$ cat config.mk
export PLATFORM = sky130hd
export DESIGN_NAME = router_pkt_source_flat
export DESIGN_NICKNAME = d
export VERILOG_FILES = /design/src/rtl/router_pkt_source_if.sv /design/src/rtl/router_pkt_source.sv /design/src/flat_wrapper.sv
export SDC_FILE = /design/constraint.sdc
export NUM_CORES = 1
export LEC_CHECK = 0
export ABC_CLOCK_PERIOD_IN_PS = 3100
export BUFFER_PORTS_ARGS = -buffer_cell sky130_fd_sc_hd__buf_2
export CORE_ASPECT_RATIO = 1.75
export CORE_MARGIN = 2
export CORE_UTILIZATION = 35
export CTS_CLUSTER_DIAMETER = 50
export DETAILED_ROUTE_END_ITERATION = 8
export HOLD_SLACK_MARGIN = 0.03
export PLACE_DENSITY_LB_ADDON = 0.1
export SYNTH_ARGS = -nofsm -noshare
export SYNTH_HDL_FRONTEND = slang
export SYNTH_SLANG_ARGS = --single-unit
$ cat constraint.sdc
create_clock -name clock -period 3.1 [get_ports clock]
set_clock_uncertainty 0.15 [all_clocks]
set_input_delay 0.31 -clock clock [delete_from_list [all_inputs] [get_ports clock]]
set_output_delay 0.31 -clock clock [all_outputs]
set_load 0.005 [all_outputs]
$ cat src/rtl/router_pkt_source_if.sv
// Bundle of host-request, payload-stream and router-port signals for router_pkt_source.
// master = the packet source itself, slave = the host/router environment.
interface router_pkt_source_if;
  logic       tx_start;
  logic [1:0] tx_dest;
  logic [5:0] tx_len;
  logic [7:0] src_data;
  logic       src_valid;
  logic       src_ready;
  logic       busy;
  logic       pkt_valid;
  logic [7:0] data_out;
  logic       tx_active;
  logic       tx_done;
  logic       tx_reject;
`ifdef ERR_INJECT_EN
  logic       inject_err;

  modport master (
    input  tx_start, tx_dest, tx_len, src_data, src_valid, busy, inject_err,
    output src_ready, pkt_valid, data_out, tx_active, tx_done, tx_reject
  );

  modport slave (
    output tx_start, tx_dest, tx_len, src_data, src_valid, busy, inject_err,
    input  src_ready, pkt_valid, data_out, tx_active, tx_done, tx_reject
  );
`else
  modport master (
    input  tx_start, tx_dest, tx_len, src_data, src_valid, busy,
    output src_ready, pkt_valid, data_out, tx_active, tx_done, tx_reject
  );

  modport slave (
    output tx_start, tx_dest, tx_len, src_data, src_valid, busy,
    input  src_ready, pkt_valid, data_out, tx_active, tx_done, tx_reject
  );
`endif
endinterface

$ cat src/rtl/router_pkt_source.sv
// Packet source for a router input port: buffers len payload bytes, then emits header, payload, parity.
// Optional ERR_INJECT_EN adds bus.inject_err, which inverts bit 0 of the parity byte of that packet.
module router_pkt_source #(
  parameter int MAX_LEN = 63
) (
  input  logic                clock,
  input  logic                resetn,
  router_pkt_source_if.master bus
);

  typedef enum logic [2:0] {
    IDLE    = 3'd0,
    COLLECT = 3'd1,
    HEADER  = 3'd2,
    PAYLOAD = 3'd3,
    PARITY  = 3'd4
  } state_t;

  // The 6-bit len field caps the buffer at 63 bytes regardless of the parameter.
  localparam logic [5:0] LEN_LIMIT = (MAX_LEN > 63) ? 6'd63 : 6'(MAX_LEN);

  state_t     state_q, state_d;
  logic [1:0] dest_q, dest_d;
  logic [5:0] len_q, len_d;
  logic [5:0] wr_cnt_q, wr_cnt_d;
  logic [5:0] rd_cnt_q, rd_cnt_d;
  logic [7:0] parity_q, parity_d;
  logic [7:0] data_q, data_d;
  logic       pkt_valid_q, pkt_valid_d;
  logic       done_q, done_d;
  logic       reject_q, reject_d;
  logic       active_q;
  logic       inj_q, inj_d;
  logic       mem_we;
  logic       start_legal;
  logic       start_inj;
  logic [7:0] mem [64];

  assign start_legal = (bus.tx_dest != 2'd3) && (bus.tx_len != 6'd0) && (bus.tx_len <= LEN_LIMIT);

`ifdef ERR_INJECT_EN
  assign start_inj = bus.inject_err;
`else
  assign start_inj = 1'b0;
`endif

  always_comb begin
    state_d     = state_q;
    dest_d      = dest_q;
    len_d       = len_q;
    wr_cnt_d    = wr_cnt_q;
    rd_cnt_d    = rd_cnt_q;
    parity_d    = parity_q;
    data_d      = data_q;
    pkt_valid_d = pkt_valid_q;
    done_d      = 1'b0;
    reject_d    = 1'b0;
    inj_d       = inj_q;
    mem_we      = 1'b0;
    case (state_q)
      IDLE: begin
        data_d      = 8'h00;
        pkt_valid_d = 1'b0;
        if (bus.tx_start) begin
          if (start_legal) begin
            dest_d   = bus.tx_dest;
            len_d    = bus.tx_len;
            parity_d = {bus.tx_len, bus.tx_dest};
            wr_cnt_d = 6'd0;
            inj_d    = start_inj;
            state_d  = COLLECT;
          end else begin
            reject_d = 1'b1;
          end
        end
      end
      COLLECT: begin
        if (bus.src_valid) begin
          mem_we   = 1'b1;
          parity_d = parity_q ^ bus.src_data;
          wr_cnt_d = wr_cnt_q + 6'd1;
          // Header goes out right after the last byte lands, so pkt_valid never gaps.
          if (wr_cnt_q == len_q - 6'd1) begin
            data_d      = {len_q, dest_q};
            pkt_valid_d = 1'b1;
            state_d     = HEADER;
          end
        end
      end
      HEADER: begin
        if (!bus.busy) begin
          data_d   = mem[6'd0];
          rd_cnt_d = 6'd1;
          state_d  = PAYLOAD;
        end
      end
      PAYLOAD: begin
        if (!bus.busy) begin
          if (rd_cnt_q == len_q) begin
            data_d      = parity_q ^ {7'd0, inj_q};
            pkt_valid_d = 1'b0;
            state_d     = PARITY;
          end else begin
            data_d   = mem[rd_cnt_q];
            rd_cnt_d = rd_cnt_q + 6'd1;
          end
        end
      end
      PARITY: begin
        if (!bus.busy) begin
          data_d  = 8'h00;
          done_d  = 1'b1;
          state_d = IDLE;
        end
      end
      default: begin
        state_d = IDLE;
      end
    endcase
  end

  always_ff @(posedge clock) begin
    if (!resetn) begin
      state_q     <= IDLE;
      dest_q      <= 2'd0;
      len_q       <= 6'd0;
      wr_cnt_q    <= 6'd0;
      rd_cnt_q    <= 6'd0;
      parity_q    <= 8'h00;
      data_q      <= 8'h00;
      pkt_valid_q <= 1'b0;
      done_q      <= 1'b0;
      reject_q    <= 1'b0;
      active_q    <= 1'b0;
      inj_q       <= 1'b0;
    end else begin
      state_q     <= state_d;
      dest_q      <= dest_d;
      len_q       <= len_d;
      wr_cnt_q    <= wr_cnt_d;
      rd_cnt_q    <= rd_cnt_d;
      parity_q    <= parity_d;
      data_q      <= data_d;
      pkt_valid_q <= pkt_valid_d;
      done_q      <= done_d;
      reject_q    <= reject_d;
      active_q    <= (state_d != IDLE);
      inj_q       <= inj_d;
    end
  end

  always_ff @(posedge clock) begin
    if (mem_we) begin
      mem[wr_cnt_q] <= bus.src_data;
    end
  end

  assign bus.src_ready = (state_q == COLLECT);
  assign bus.pkt_valid = pkt_valid_q;
  assign bus.data_out  = data_q;
  assign bus.tx_active = active_q;
  assign bus.tx_done   = done_q;
  assign bus.tx_reject = reject_q;

endmodule
$ cat src/flat_wrapper.sv
// flat-port wrapper written by rule: the top's interface ports become plain ports
module router_pkt_source_flat 
#(
  parameter int MAX_LEN = 63
)
  (clock, resetn, bus_tx_start, bus_tx_dest, bus_tx_len, bus_src_data, bus_src_valid, bus_busy, bus_src_ready, bus_pkt_valid, bus_data_out, bus_tx_active, bus_tx_done, bus_tx_reject);
  router_pkt_source_if bus_i ();
  input  logic clock;
  input  logic resetn;
  input wire logic [$bits(bus_i.tx_start)-1:0] bus_tx_start;
  input wire logic [$bits(bus_i.tx_dest)-1:0] bus_tx_dest;
  input wire logic [$bits(bus_i.tx_len)-1:0] bus_tx_len;
  input wire logic [$bits(bus_i.src_data)-1:0] bus_src_data;
  input wire logic [$bits(bus_i.src_valid)-1:0] bus_src_valid;
  input wire logic [$bits(bus_i.busy)-1:0] bus_busy;
  output wire logic [$bits(bus_i.src_ready)-1:0] bus_src_ready;
  output wire logic [$bits(bus_i.pkt_valid)-1:0] bus_pkt_valid;
  output wire logic [$bits(bus_i.data_out)-1:0] bus_data_out;
  output wire logic [$bits(bus_i.tx_active)-1:0] bus_tx_active;
  output wire logic [$bits(bus_i.tx_done)-1:0] bus_tx_done;
  output wire logic [$bits(bus_i.tx_reject)-1:0] bus_tx_reject;
  assign bus_i.tx_start = bus_tx_start;
  assign bus_i.tx_dest = bus_tx_dest;
  assign bus_i.tx_len = bus_tx_len;
  assign bus_i.src_data = bus_src_data;
  assign bus_i.src_valid = bus_src_valid;
  assign bus_i.busy = bus_busy;
  assign bus_src_ready = bus_i.src_ready;
  assign bus_pkt_valid = bus_i.pkt_valid;
  assign bus_data_out = bus_i.data_out;
  assign bus_tx_active = bus_i.tx_active;
  assign bus_tx_done = bus_i.tx_done;
  assign bus_tx_reject = bus_i.tx_reject;
  router_pkt_source #(.MAX_LEN(MAX_LEN)) u_core (.clock(clock), .resetn(resetn), .bus(bus_i));
endmodule
== Word-level counts from Yosys, hierarchy flattened ==
Memory sizes are Yosys's and may differ from the RTL's. A register that Yosys moved wholly into a read port is not among the register bits.
Index checks and enable logic that the tools add are counted.

* Bits in registers: 43
* RAM bits: 512
* Logic and storage cells: 90
* Memories kept: 1

{| class="wikitable"
|+ Memories
! name !! words !! bits a word !! read ports !! clocked after memory_dff !! write ports !! line !! source
|-
| u_core.mem || 64 || 8 || 2 || 1 || 1 || router_pkt_source.sv:37 || <nowiki>logic [7:0] mem [64];</nowiki>
|}

* $add $sub $neg: 3
* Magnitude comparators: 1
* Eq/ne operators: 16
* Muxes and demuxes: 41
* Bitwise operators: 1
* Reduce and logical (&&, ||, !) cells: 16

{| class="wikitable"
|+ Operator list
! operator !! number
|-
| 2-to-1 mux 8 bit || 9
|-
| 2-to-1 mux 6 bit || 8
|-
| case mux 8 bit (5 select lines) || 1
|-
| 2-to-1 mux 3 bit || 8
|-
| case mux 6 bit (2 select lines) || 2
|-
| case mux 8 bit (2 select lines) || 1
|-
| case mux 3 bit (5 select lines) || 1
|-
| != test 2 bit (second input constant) || 7
|-
| adder 6 x 1 -> 6 bit (second input constant) || 2
|-
| == test 6 bit || 2
|-
| 2-to-1 mux 1 bit || 10
|-
| AND reduction 4 bit || 2
|-
| bitwise XOR 8 bit || 1
|-
| == test 3 x 2 -> 1 bit (second input constant) || 2
|-
| less-or-equal comparator 6 bit (second input constant) || 1
|-
| != test 2 x 1 -> 1 bit (second input constant) || 3
|-
| AND reduction 3 bit || 2
|-
| AND reduction 6 bit || 1
|-
| nonzero test 3 bit || 2
|-
| nonzero test 6 bit || 1
|-
| subtractor 6 x 1 -> 6 bit (second input constant) || 1
|-
| AND reduction 5 bit || 1
|-
| nonzero test 5 bit || 1
|-
| nonzero test 2 bit || 2
|-
| 6 further kinds || 7
|}

== Longest topological paths before layout ==
Gate-level depths: netlist of the first run.

* Word-level depth: 7
* Depth in mapped cells: 11
* Mapped depth without buffers: 8

== Worst setup path after synthesis of the first run ==
OpenSTA, ideal clock, no wires.

* Path type: register to register
* Start point: reg u_core.state_q[0]
* End point: mem u_core.mem[31][0] (enable)
* Library setup time: 0.371 ns
* Data arrival time: 2.209 ns
* Path slack: 0.370 ns
* Stages on the path, launching flop included: 10
* Path buffers: 4
* Clock period less this slack: 2.730 ns
* Path through: dfxtp_1 > clkbuf_1 > nor2b_1 > buf_2 > nand2b_1 > clkbuf_1 > clkinv_1 > clkbuf_1 > nand3_1 > nor2_1

* Longest elaborated chain between the ends: 4

{| class="wikitable"
|+ Ends and longest elaborated chain
! what !! line !! source
|-
| from (decl) || router_pkt_source.sv:22 || <nowiki>state_t state_q, state_d;</nowiki>
|-
| from (signal assigned) || router_pkt_source.sv:137 || <nowiki>state_q <= state_d;</nowiki>
|-
| == test 3 x 1 -> 1 bit || - ||
|-
| net bus_src_ready || flat_wrapper.sv:16 || <nowiki>output wire logic [$bits(bus_i.src_ready)-1:0] bus_src_ready;</nowiki>
|-
| 2-to-1 mux 1 bit || router_pkt_source.sv:60 || <nowiki>case (state_q)</nowiki>
|-
| 2-to-1 mux 1 bit || router_pkt_source.sv:153 || <nowiki>if (mem_we) begin</nowiki>
|-
| 2-to-1 mux 1 bit (not written as such) || router_pkt_source.sv:154 || <nowiki>mem[wr_cnt_q] <= bus.src_data;</nowiki>
|-
| to (decl) || router_pkt_source.sv:37 ||
|}

The timed path passes the listed nets, and every way through them passes these cells.

== Worst setup path in the final report of the first run ==
* Start point: reg u_core.rd_cnt_q[0]
* End point: reg u_core.data_q[6], in the netlist u_core.bus.data_out[6]

* Longest elaborated chain between the ends: 4

{| class="wikitable"
|+ Ends and longest elaborated chain
! what !! line !! source
|-
| from (decl) || router_pkt_source.sv:26 || <nowiki>logic [5:0] rd_cnt_q, rd_cnt_d;</nowiki>
|-
| from (signal assigned) || router_pkt_source.sv:141 || <nowiki>rd_cnt_q <= rd_cnt_d;</nowiki>
|-
| == test 6 bit || router_pkt_source.sv:99 || <nowiki>if (rd_cnt_q == len_q) begin</nowiki>
|-
| 2-to-1 mux 8 bit || router_pkt_source.sv:99 ||
|-
| 2-to-1 mux 8 bit || router_pkt_source.sv:98 || <nowiki>if (!bus.busy) begin</nowiki>
|-
| case mux 8 bit (5 select lines) || router_pkt_source.sv:60 ||
|-
| to (signal assigned) || router_pkt_source.sv:143 || <nowiki>data_q <= data_d;</nowiki>
|-
| to (decl) || router_pkt_source.sv:28 || <nowiki>logic [7:0] data_q, data_d;</nowiki>
|}

No other way between the ends. The select of a mux whose other input is x is not followed.
A chain may end at the register's enable or synchronous reset.

==> results of run 1 <==
## cell type report
type / instances / share of cell area, %
flip-flops and latches: 561 / 62.3
multi-input cells: 569 / 21.1
repair buffers: 200 / 6.23
clock buffers: 68 / 5.43
well taps: 806 / 3.84
clock inverters: 27 / 0.925
inverters: 6 / 0.0858
## per-layer routing
| metal | up-vias | track usage, % | part of all wire (%) | routed length (µm) |
|---|---|---|---|---|
| li1 | 5242 | - | - | - |
| met1 | 6246 | 22.1 | 39 | 23800 |
| met4 | 0 | 7.27 | 3.7 | 2290 |
| met2 | 234 | 36.1 | 55 | 33800 |
| met3 | 91 | 2.05 | 2.9 | 1760 |
| met5 | - | 0 | 0 | 0 |
## flip-flops by register name, indices dropped and copies added, names as in the netlist, 2 cells and up, named ones only
| name | flops |
|---|---|
| u_core.mem | 512 |
| u_core.bus.data_out | 8 |
| u_core.parity_q | 8 |
| u_core.len_q | 6 |
| u_core.rd_cnt_q | 6 |
| u_core.wr_cnt_q | 6 |
| u_core.state_q | 3 |
| u_core.dest_q | 2 |
## power breakdown
group | internal [µW] | switching (µW) | total (µW) | leakage, µW
sequential | 8260 | 18.7 | 8280 | 0.00500
clock | 3510 | 2870 | 6370 | 0.000809
combinational | 118 | 274 | 391 | 0.00262
## stage by stage
stage	setup WS [ns]	cells	total power, µW	area [µm²]
after floorplan	0.370	1200	8580	22200
after global placement	0.170	2126	8820	24400
after detailed placement	0.205	2126	8830	24400
after CTS	0.195	2237	15300	26200
after global routing	0.152	2237	15500	26200
final	0.227	2237	15000	26200
## worst paths after layout
path,end
worst min-delay path,u_core.mem[0][2]
worst max register to register,u_core.bus.data_out[6]
worst min register to register,u_core.bus.pkt_valid
worst max-delay path,u_core.bus.data_out[6]
## what timing repair did
item / CTS / global route
hold buffers: 16 / 0
setup endpoints to repair: 0 / 0
endpoints found under the hold margin: 68 / 0
## critical path, stage by stage, from the launching register on
cell,delay [ns]
dfxtp_1,0.52
xnor2_1,0.17
nand4_1,0.25
nor2_1,0.15
or4b_2,0.84
a21oi_1,0.45
nand4b_1,0.17
a22o_1,0.11
## synthesized netlist by cell type (all sizes together), types with 2 or more instances
cell | instances | area (µm²)
edfxtp | 512 | 15400
mux4 | 130 | 2960
nor2 | 112 | 420
a21oi | 54 | 270
nand2 | 51 | 191
dfxtp | 49 | 981
a22oi | 40 | 300
buf | 33 | 203
clkbuf | 31 | 116
mux2i | 24 | 240
nor2b | 22 | 138
a211oi | 18 | 135
o21ai | 14 | 70.1
nand3b | 13 | 97.6
xor2 | 11 | 96.3
xnor2 | 10 | 87.6
a22o | 8 | 70.1
nand3 | 8 | 40.0
nand4 | 8 | 50.1
nand4b | 7 | 61.3
inv | 5 | 18.8
a221o | 3 | 30.0
and2 | 3 | 18.8
ha | 3 | 37.5
nor4 | 3 | 18.8
o21a | 3 | 22.5
a31oi | 2 | 12.5
and3 | 2 | 12.5
nand2b | 2 | 12.5
nor3b | 2 | 15.0
or3 | 2 | 12.5
or4 | 2 | 15.0
## cell families (layout without fill, tap and decap cells)
group,count (synthesis),after routing,share of synthesized area [%]
and+or+nand+nor,241,241,5.11
buffers and inverters,70,301,1.54
AOI/OAI and AO/OA,150,150,4.45
muxes,154,154,14.4
DFF,561,561,73.5
adders and majority gates,3,3,0.169
xor gates and xnor gates,21,21,0.827
==> impl_metrics.tcl, run 1 <==
set metrics [dict create \
    status "complete, but fails checks" \
    violations "design-rule violations" \
    rrSetupSlack_ns 0.23 \
    grt_max_degree 67 \
    ys_types 50 \
    layout.cells.most_common "edfxtp_1" \
    fp.dieW_um 195 \
    power_density_nw_per_um2 573 \
    drv_cap 0 \
    synthCells 1200 \
    vdd_ir_drop_max_v 0.000451 \
    cp-start-kind "register" \
    register_area_um2 16400 \
    via_per_inst 5.28 \
    r2r_cells 7 \
    cts_max_level 2 \
    critPathKind "reg -> reg" \
    antenna_found_initial 2 \
    seq_area_frac_synth_pct 73.5 \
    cts-root-buf "clkbuf_16" \
    cts_inserted_buffers 53 \
    post-route-drc-count 1 \
    die-area_um2 65700 \
    cp.arrival_ns 3.28 \
    grt_usage_pct 19.1 \
    synth_flop_cell "edfxtp_1" \
    n_antenna_cell 0 \
    start_util_pct 35.3 \
    period_share_pct 92.7 \
    min-delay-start "bus_src_data[2]" \
    drive_gt1_share_pct 26.9 \
    grt_pass1_wl_um 89500 \
    crit_fanout 8 \
    wire_per_inst_um 27.5 \
    setup_viol 0 \
    dr.pass1.iters 7 \
    fin_hold_ws_ns 0.0805 \
    hold_viol 0 \
    critPathCaptureType "register" \
    cts_tree "yes" \
    fillers 5614 \
    portBuffers 33 \
    utilization_pct 41.6 \
    min_period_ns 2.87 \
    cts_resized 0 \
    grt_pass1_vias 12600 \
    async_flop_share_pct 0 \
    worstReg2RegStart "u_core.rd_cnt_q[0]" \
    hold_class "in -> reg" \
    clockBufferDepth 3 \
    fmax_mhz 348 \
    worstSetupStartpoint "u_core.rd_cnt_q[0]" \
    place.gp.congestion 0.815 \
    nNetsFinal 1415 \
    die_h_um 338 \
    grt_overflow 0 \
    ioPinCount 34 \
    area_growth_pct 18.0 \
    worst_pin_slew_ns 0.917 \
    syn_nets 1224 \
    final_cell_mix "edfxtp_1 (512), buf_4 (137), mux4_2 (121), nor2_1 (112), a21oi_1 (54)" \
    drtAntennaViolNets 0 \
    rsz0062_at_grt "false" \
    hold_path_depth 1 \
    cp.required_ns 3.51 \
    dpl.hpwl_um 41700 \
    clk_latency_ns 0.60 \
    synth_seq_cells 561 \
    vias 11800 \
    clkSinkCount 561 \
    leakagePower_uw 0.00843 \
    final_max_slew_viol_count 0 \
    tns_ns 0 \
    synth_area_um2 22200 \
    path_clk_slew_ns 0.07 \
    syn_area_per_cell_um2 18.5 \
    coreArea_um2 63000 \
    totalWireLength_um 61600 \
    drt_iter0_markers 920 \
    row_count 122 \
    cts_setup_buffers 0 \
    slew_headroom_pct 38.9 \
    multi_input_area_um2 5550 \
    yosysWarnings 0 \
    synth_edf_count 512 \
]
No activity file was read; power rests on OpenSTA's default activity.
==> run 2, diff against run 1 <==
--- a/config.mk
+++ b/config.mk
@@ -6,7 +6,7 @@
 export NUM_CORES = 1
 export LEC_CHECK = 0
 export ABC_CLOCK_PERIOD_IN_PS = 3100
-export BUFFER_PORTS_ARGS = -buffer_cell sky130_fd_sc_hd__buf_2
+export BUFFER_PORTS_ARGS = -buffer_cell sky130_fd_sc_hd__buf_4
 export CORE_ASPECT_RATIO = 1.75
 export CORE_MARGIN = 2
 export CORE_UTILIZATION = 35
@@ -14,6 +14,7 @@
 export DETAILED_ROUTE_END_ITERATION = 8
 export HOLD_SLACK_MARGIN = 0.03
 export PLACE_DENSITY_LB_ADDON = 0.1
+export SLEW_MARGIN = 10
 export SYNTH_ARGS = -nofsm -noshare
 export SYNTH_HDL_FRONTEND = slang
 export SYNTH_SLANG_ARGS = --single-unit
==> run 2 against run 1 <==
Compared with the run above:
- the flow still finishes with violations (design-rule violations)
- sequential power barely moved
- core utilization is 0.27 points lower
- wire length is 2.1% lower
- clock power hardly changed
- largest cell class unchanged
- largest power group unchanged
==> impl_metrics.tcl, run 2 (synthesis results as in run 1) <==
set metrics [dict create \
    place.gp.congestion 0.845 \
    clkSinkCount 561 \
    critPathCaptureType "register" \
    period_share_pct 92.7 \
    final_max_slew_viol_count 0 \
    grt_pass1_wl_um 87600 \
    n_antenna_cell 0 \
    cp-start-kind "register" \
    post-route-drc-count 1 \
    cts_inserted_buffers 52 \
    tns_ns 0 \
    cts_tree "yes" \
    clkPwrFrac_pct 42.4 \
    hold_viol 0 \
    clk_latency_ns 0.62 \
    antenna_found_initial 0 \
    drv_cap 0 \
    power_density_nw_per_um2 577 \
    largest_reg_flops 512 \
    violations "design-rule violations" \
    slew_headroom_pct 39.7 \
    dpl.hpwl_um 39500 \
    drt_iter0_markers 787 \
    grt_overflow 0 \
    min_period_ns 2.87 \
    crit_fanout 18 \
    start_util_pct 35.3 \
    dr_wl_met2_um 33200 \
    drive_gt1_share_pct 25.8 \
    seqPwrFrac_pct 55.1 \
    fp.dieW_um 195 \
    path_clk_slew_ns 0.07 \
    setup_viol 0 \
    nNetsFinal 1396 \
    switchingPower_uw 3140 \
    rsz0062_at_grt "false" \
    vias 11700 \
    cts_setup_buffers 0 \
    vdd_ir_drop_max_v 0.000489 \
    coreArea_um2 63000 \
    status "complete, but fails checks" \
    wire_per_inst_um 27.1 \
    cp.required_ns 3.45 \
    top_register "u_core.mem" \
    cts-root-buf "clkbuf_16" \
    holdBufCountCts 14 \
    die_h_um 338 \
    hold_class "in -> reg" \
    grt_pass1_vias 12400 \
    dp_slack_ns 0.166 \
    switching_share_pct 20.9 \
    clockBufferDepth 3 \
    critPathKind "reg -> reg" \
    wl_met1_um 23100 \
    grt_usage_pct 18.7 \
    wl_met3_um 1620 \
    power_frac_comb_pct 2.5 \
    ioPinCount 34 \
    cts_max_level 2 \
    setup_ws_ns 0.226 \
    totalWireLength_um 60300 \
    fmax_mhz 348 \
    highest_layer "met4" \
    layout.cells.most_common "edfxtp_1" \
    worst_pin_slew_ns 0.903 \
    area_growth_pct 17.2 \
    die-area_um2 65700 \
    cts_resized 0 \
    portBuffers 33 \
    row_count 122 \
    fillers 5612 \
    final_cell_mix "edfxtp_1 (512), buf_4 (162), mux4_2 (121), nor2_1 (112), a21oi_1 (54)" \
    dr.pass1.iters 7 \
    cp.arrival_ns 3.22 \
    grt_max_degree 67 \
    p_int_uw 11900 \
    via_per_inst 5.25 \
    drtAntennaViolNets 0 \
    leakagePower_uw 0.00833 \
]
## run 2: changes by cell type in the layout (fill, tap and decap cells not counted), moves of 3 or more
| cell | previous run | this run |
|---|---|---|
| buf_12 | 14 | 6 |
| buf_2 | 33 | 0 |
| buf_4 | 137 | 162 |
| clkbuf_1 | 10 | 13 |
| clkbuf_8 | 4 | 0 |
| clkinv_1 | 12 | 15 |
| clkinv_2 | 4 | 7 |
## run 2: worst paths after layout
check                            start                      to  slack, ns  cells after the start
setup reg to reg              register  u_core.bus.data_out[3]       0.23                      8
hold / removal         bus_src_data[1]       u_core.mem[44][1]       0.13                      1
hold reg to reg   u_core.bus.pkt_valid    u_core.bus.pkt_valid       0.32                      2
setup / recovery              register  u_core.bus.data_out[3]       0.23                      8
## run 2: metrics by stage
stage / cells / power [µW] / hold slack [ns] / util (%) / area [µm²]
3_5_place_dp: 2110 / 8830 / 0.312 / 38.5 / 24300
5_1_grt: 2221 / 15500 / 0.157 / 41.4 / 26100
3_3_place_gp: 2110 / 8820 / 0.318 / 38.5 / 24300
2_1_floorplan: 1200 / 8580 / 0.236 / - / 22200
4_1_cts: 2221 / 15200 / 0.128 / 41.4 / 26100
6_report: 2221 / 15000 / 0.132 / 41.4 / 26100
## run 2: critical path, stage by stage, from the launching register on
cell and delay [ns]:
dfxtp_4 0.42, buf_12 0.22, buf_4 0.32, mux4_2 0.55, mux2i_1 0.38, a21oi_1 0.14
a21oi_1 0.26, nand4b_1 0.12, a22o_1 0.19
## run 2: final cells by class
class / instances / area (µm²) / area share, %
clock buffer: 65 / 1350 / 5.18
clock inverter: 32 / 304 / 1.17
inverter: 6 / 22.5 / 0.0864
multi-input combinational: 569 / 5550 / 21.3
sequential: 561 / 16400 / 62.8
tap: 806 / 1010 / 3.87
timing repair buffer: 182 / 1480 / 5.66
## run 2: layer usage
metal / vias up / global-route usage, %
li1: 5205 / -
met1: 6139 / 21.6
met2: 212 / 35.3
met4: 0 / 7.61
met5: - / 0
met3: 99 / 2.00
## run 2: power by group through the flow
| stage | clock [µW] | combinational (µW) | sequential, µW |
|---|---|---|---|
| after floorplan | 0 | 141 | 8440 |
| after global placement | 0 | 364 | 8460 |
| after detailed placement | 0 | 370 | 8460 |
| after CTS | 6560 | 384 | 8290 |
| after global routing | 6810 | 411 | 8290 |
| final | 6370 | 373 | 8290 |
==> run 3, diff against run 2 <==
--- a/config.mk
+++ b/config.mk
@@ -8,7 +8,7 @@
 export ABC_CLOCK_PERIOD_IN_PS = 3100
 export BUFFER_PORTS_ARGS = -buffer_cell sky130_fd_sc_hd__buf_4
 export CORE_ASPECT_RATIO = 1.75
-export CORE_MARGIN = 2
+export CORE_MARGIN = 4
 export CORE_UTILIZATION = 35
 export CTS_CLUSTER_DIAMETER = 50
 export DETAILED_ROUTE_END_ITERATION = 8
==> run 3 against run 2 <==
Compared with the run above:
- the run now ends clean
- via count shrank 0.14%
- power grew 3.3%
- cell count is essentially flat
- register-to-register slack gained 0.02 ns
- critical endpoint is now u_core.bus.data_out[1]
- largest cell class unchanged
- core utilization grew 0.15 points
==> impl_metrics.tcl, run 3 (synthesis results as in run 1) <==
set metrics [dict create \
    status "finished clean" \
    grt_max_degree 67 \
    fp.dieW_um 199 \
    cts-root-buf "clkbuf_16" \
    cts_tree "yes" \
    setup_viol 0 \
    place.gp.congestion 0.802 \
    period_share_pct 92.1 \
    r2r_cells 7 \
    nNetsFinal 1393 \
    final_cell_mix "edfxtp_1 (512), buf_4 (160), mux4_2 (121), nor2_1 (112)" \
    clkSinkCount 561 \
    area_growth_pct 17.9 \
    ioPinCount 34 \
    utilization_pct 41.5 \
    hold_path_depth 1 \
    reg2reg_to "u_core.bus.data_out[1]" \
    drt_iter0_markers 691 \
    vias 11600 \
    n_antenna_cell 0 \
    slew_headroom_pct 41.4 \
    cts_inserted_buffers 52 \
    min-delay-start "bus_src_data[1]" \
    rrSetupSlack_ns 0.25 \
    power_density_nw_per_um2 592 \
    clk_latency_ns 0.59 \
    drive_gt1_share_pct 26.5 \
    vdd_ir_drop_max_v 0.000372 \
    antenna_found_initial 2 \
    die_h_um 342 \
    final_max_slew_viol_count 0 \
    fin_hold_ws_ns 0.154 \
    top_register "u_core.mem" \
    cp.arrival_ns 3.18 \
    critPathKind "reg -> reg" \
    worst_pin_slew_ns 0.879 \
    hold_class "in -> reg" \
    post-route-drc-count 0 \
    final_cells 2219 \
    wire_per_inst_um 27.0 \
    path_clk_slew_ns 0.07 \
    grt_usage_pct 17.6 \
    fmax_mhz 350 \
    totalWireLength_um 59900 \
    layout.cells.most_common "edfxtp_1" \
    dp.cells 2107 \
    drv_cap 0 \
    grt_pass1_wl_um 86800 \
    grt_pass1_vias 12400 \
    grt_overflow 0 \
    drtAntennaViolNets 0 \
    coreArea_um2 63200 \
    cp-start-kind "register" \
    start_util_pct 35.2 \
    dr.pass1.iters 5 \
    tns_ns 0 \
    whs_endpoint "u_core.mem[45][1]" \
    dpl.hpwl_um 39100 \
    leakagePower_uw 0.00839 \
    crit_fanout 24 \
    die-area_um2 67800 \
    largest_reg_flops 512 \
    cts_max_level 2 \
    hold_viol 0 \
    clockBufferDepth 3 \
    rsz0062_at_grt "false" \
    portBuffers 33 \
    min_period_ns 2.85 \
    critPathCaptureType "register" \
    row_count 122 \
    via_per_inst 5.25 \
    cp.required_ns 3.43 \
]
-- run 3: cell count changes in the layout (fill, tap and decap cells not counted), moves of 2 or more --
| cell | previous run | this run |
|---|---|---|
| buf_4 | 162 | 160 |
| bufinv_16 | 5 | 10 |
| clkbuf_1 | 13 | 8 |
| clkbuf_16 | 52 | 54 |
| clkinv_1 | 15 | 9 |
| clkinv_2 | 7 | 10 |
| clkinvlp_4 | 1 | 5 |
| inv_6 | 2 | 0 |
-- run 3: area by class of cell --
class                   count  area (µm²)
inverters                   6        22.5
clock inverters            35         450
clock buffers              63        1400
multi-input cells         569        5550
flip-flops and latches    561       16400
repair buffers            179        1440
well taps                 806        1010
fillers                  5715       37000
-- run 3: power by group --
| part | switching [µW] | total [µW] | internal (µW) |
|---|---|---|---|
| combinational | 258 | 364 | 106 |
| sequential | 29.0 | 8290 | 8260 |
| clock | 2820 | 6880 | 4050 |
| total | 3110 | 15500 | 12400 |
-- run 3: worst max-delay path by stage --
stage	slack, ns	to
after detailed placement	0.26	u_core.bus.data_out[0]
after floorplan	0.37	u_core.mem[31][0]
after global placement	0.27	u_core.bus.data_out[2]
after global routing	0.15	u_core.bus.data_out[0]
final	0.25	u_core.bus.data_out[1]
after CTS	0.24	u_core.bus.data_out[0]
-- run 3: per-stage QoR --
step           instance area, µm²  setup WS [ns]  power, µW
3_5_place_dp                24200          0.258       8820
4_1_cts                     26200          0.238      15800
6_report                    26200          0.246      15500
3_3_place_gp                24200          0.270       8810
2_1_floorplan               22200          0.370       8580
5_1_grt                     26200          0.148      16100
-- run 3: repair_timing --
item,4_1_cts,5_1_grt
buffers inserted,0,0
hold endpoints to repair,37,0
hold buffers,14,0
gates resized for setup,0,0
-- run 3: worst max-delay path, cell delays in order, from the launching register on --
cell	delay, ns
dfxtp_4	0.39
buf_12	0.22
buf_12	0.20
mux4_2	0.52
a22oi_1	0.50
a21oi_1	0.25
nand4b_1	0.25
a22o_1	0.22
-- run 3: layer usage --
metal  global-route usage, %  share of wire (%)
met2                    31.8                 53
met3                    2.05                3.2
met4                    6.74                4.1
met5                       0                  0
met1                    21.4                 39
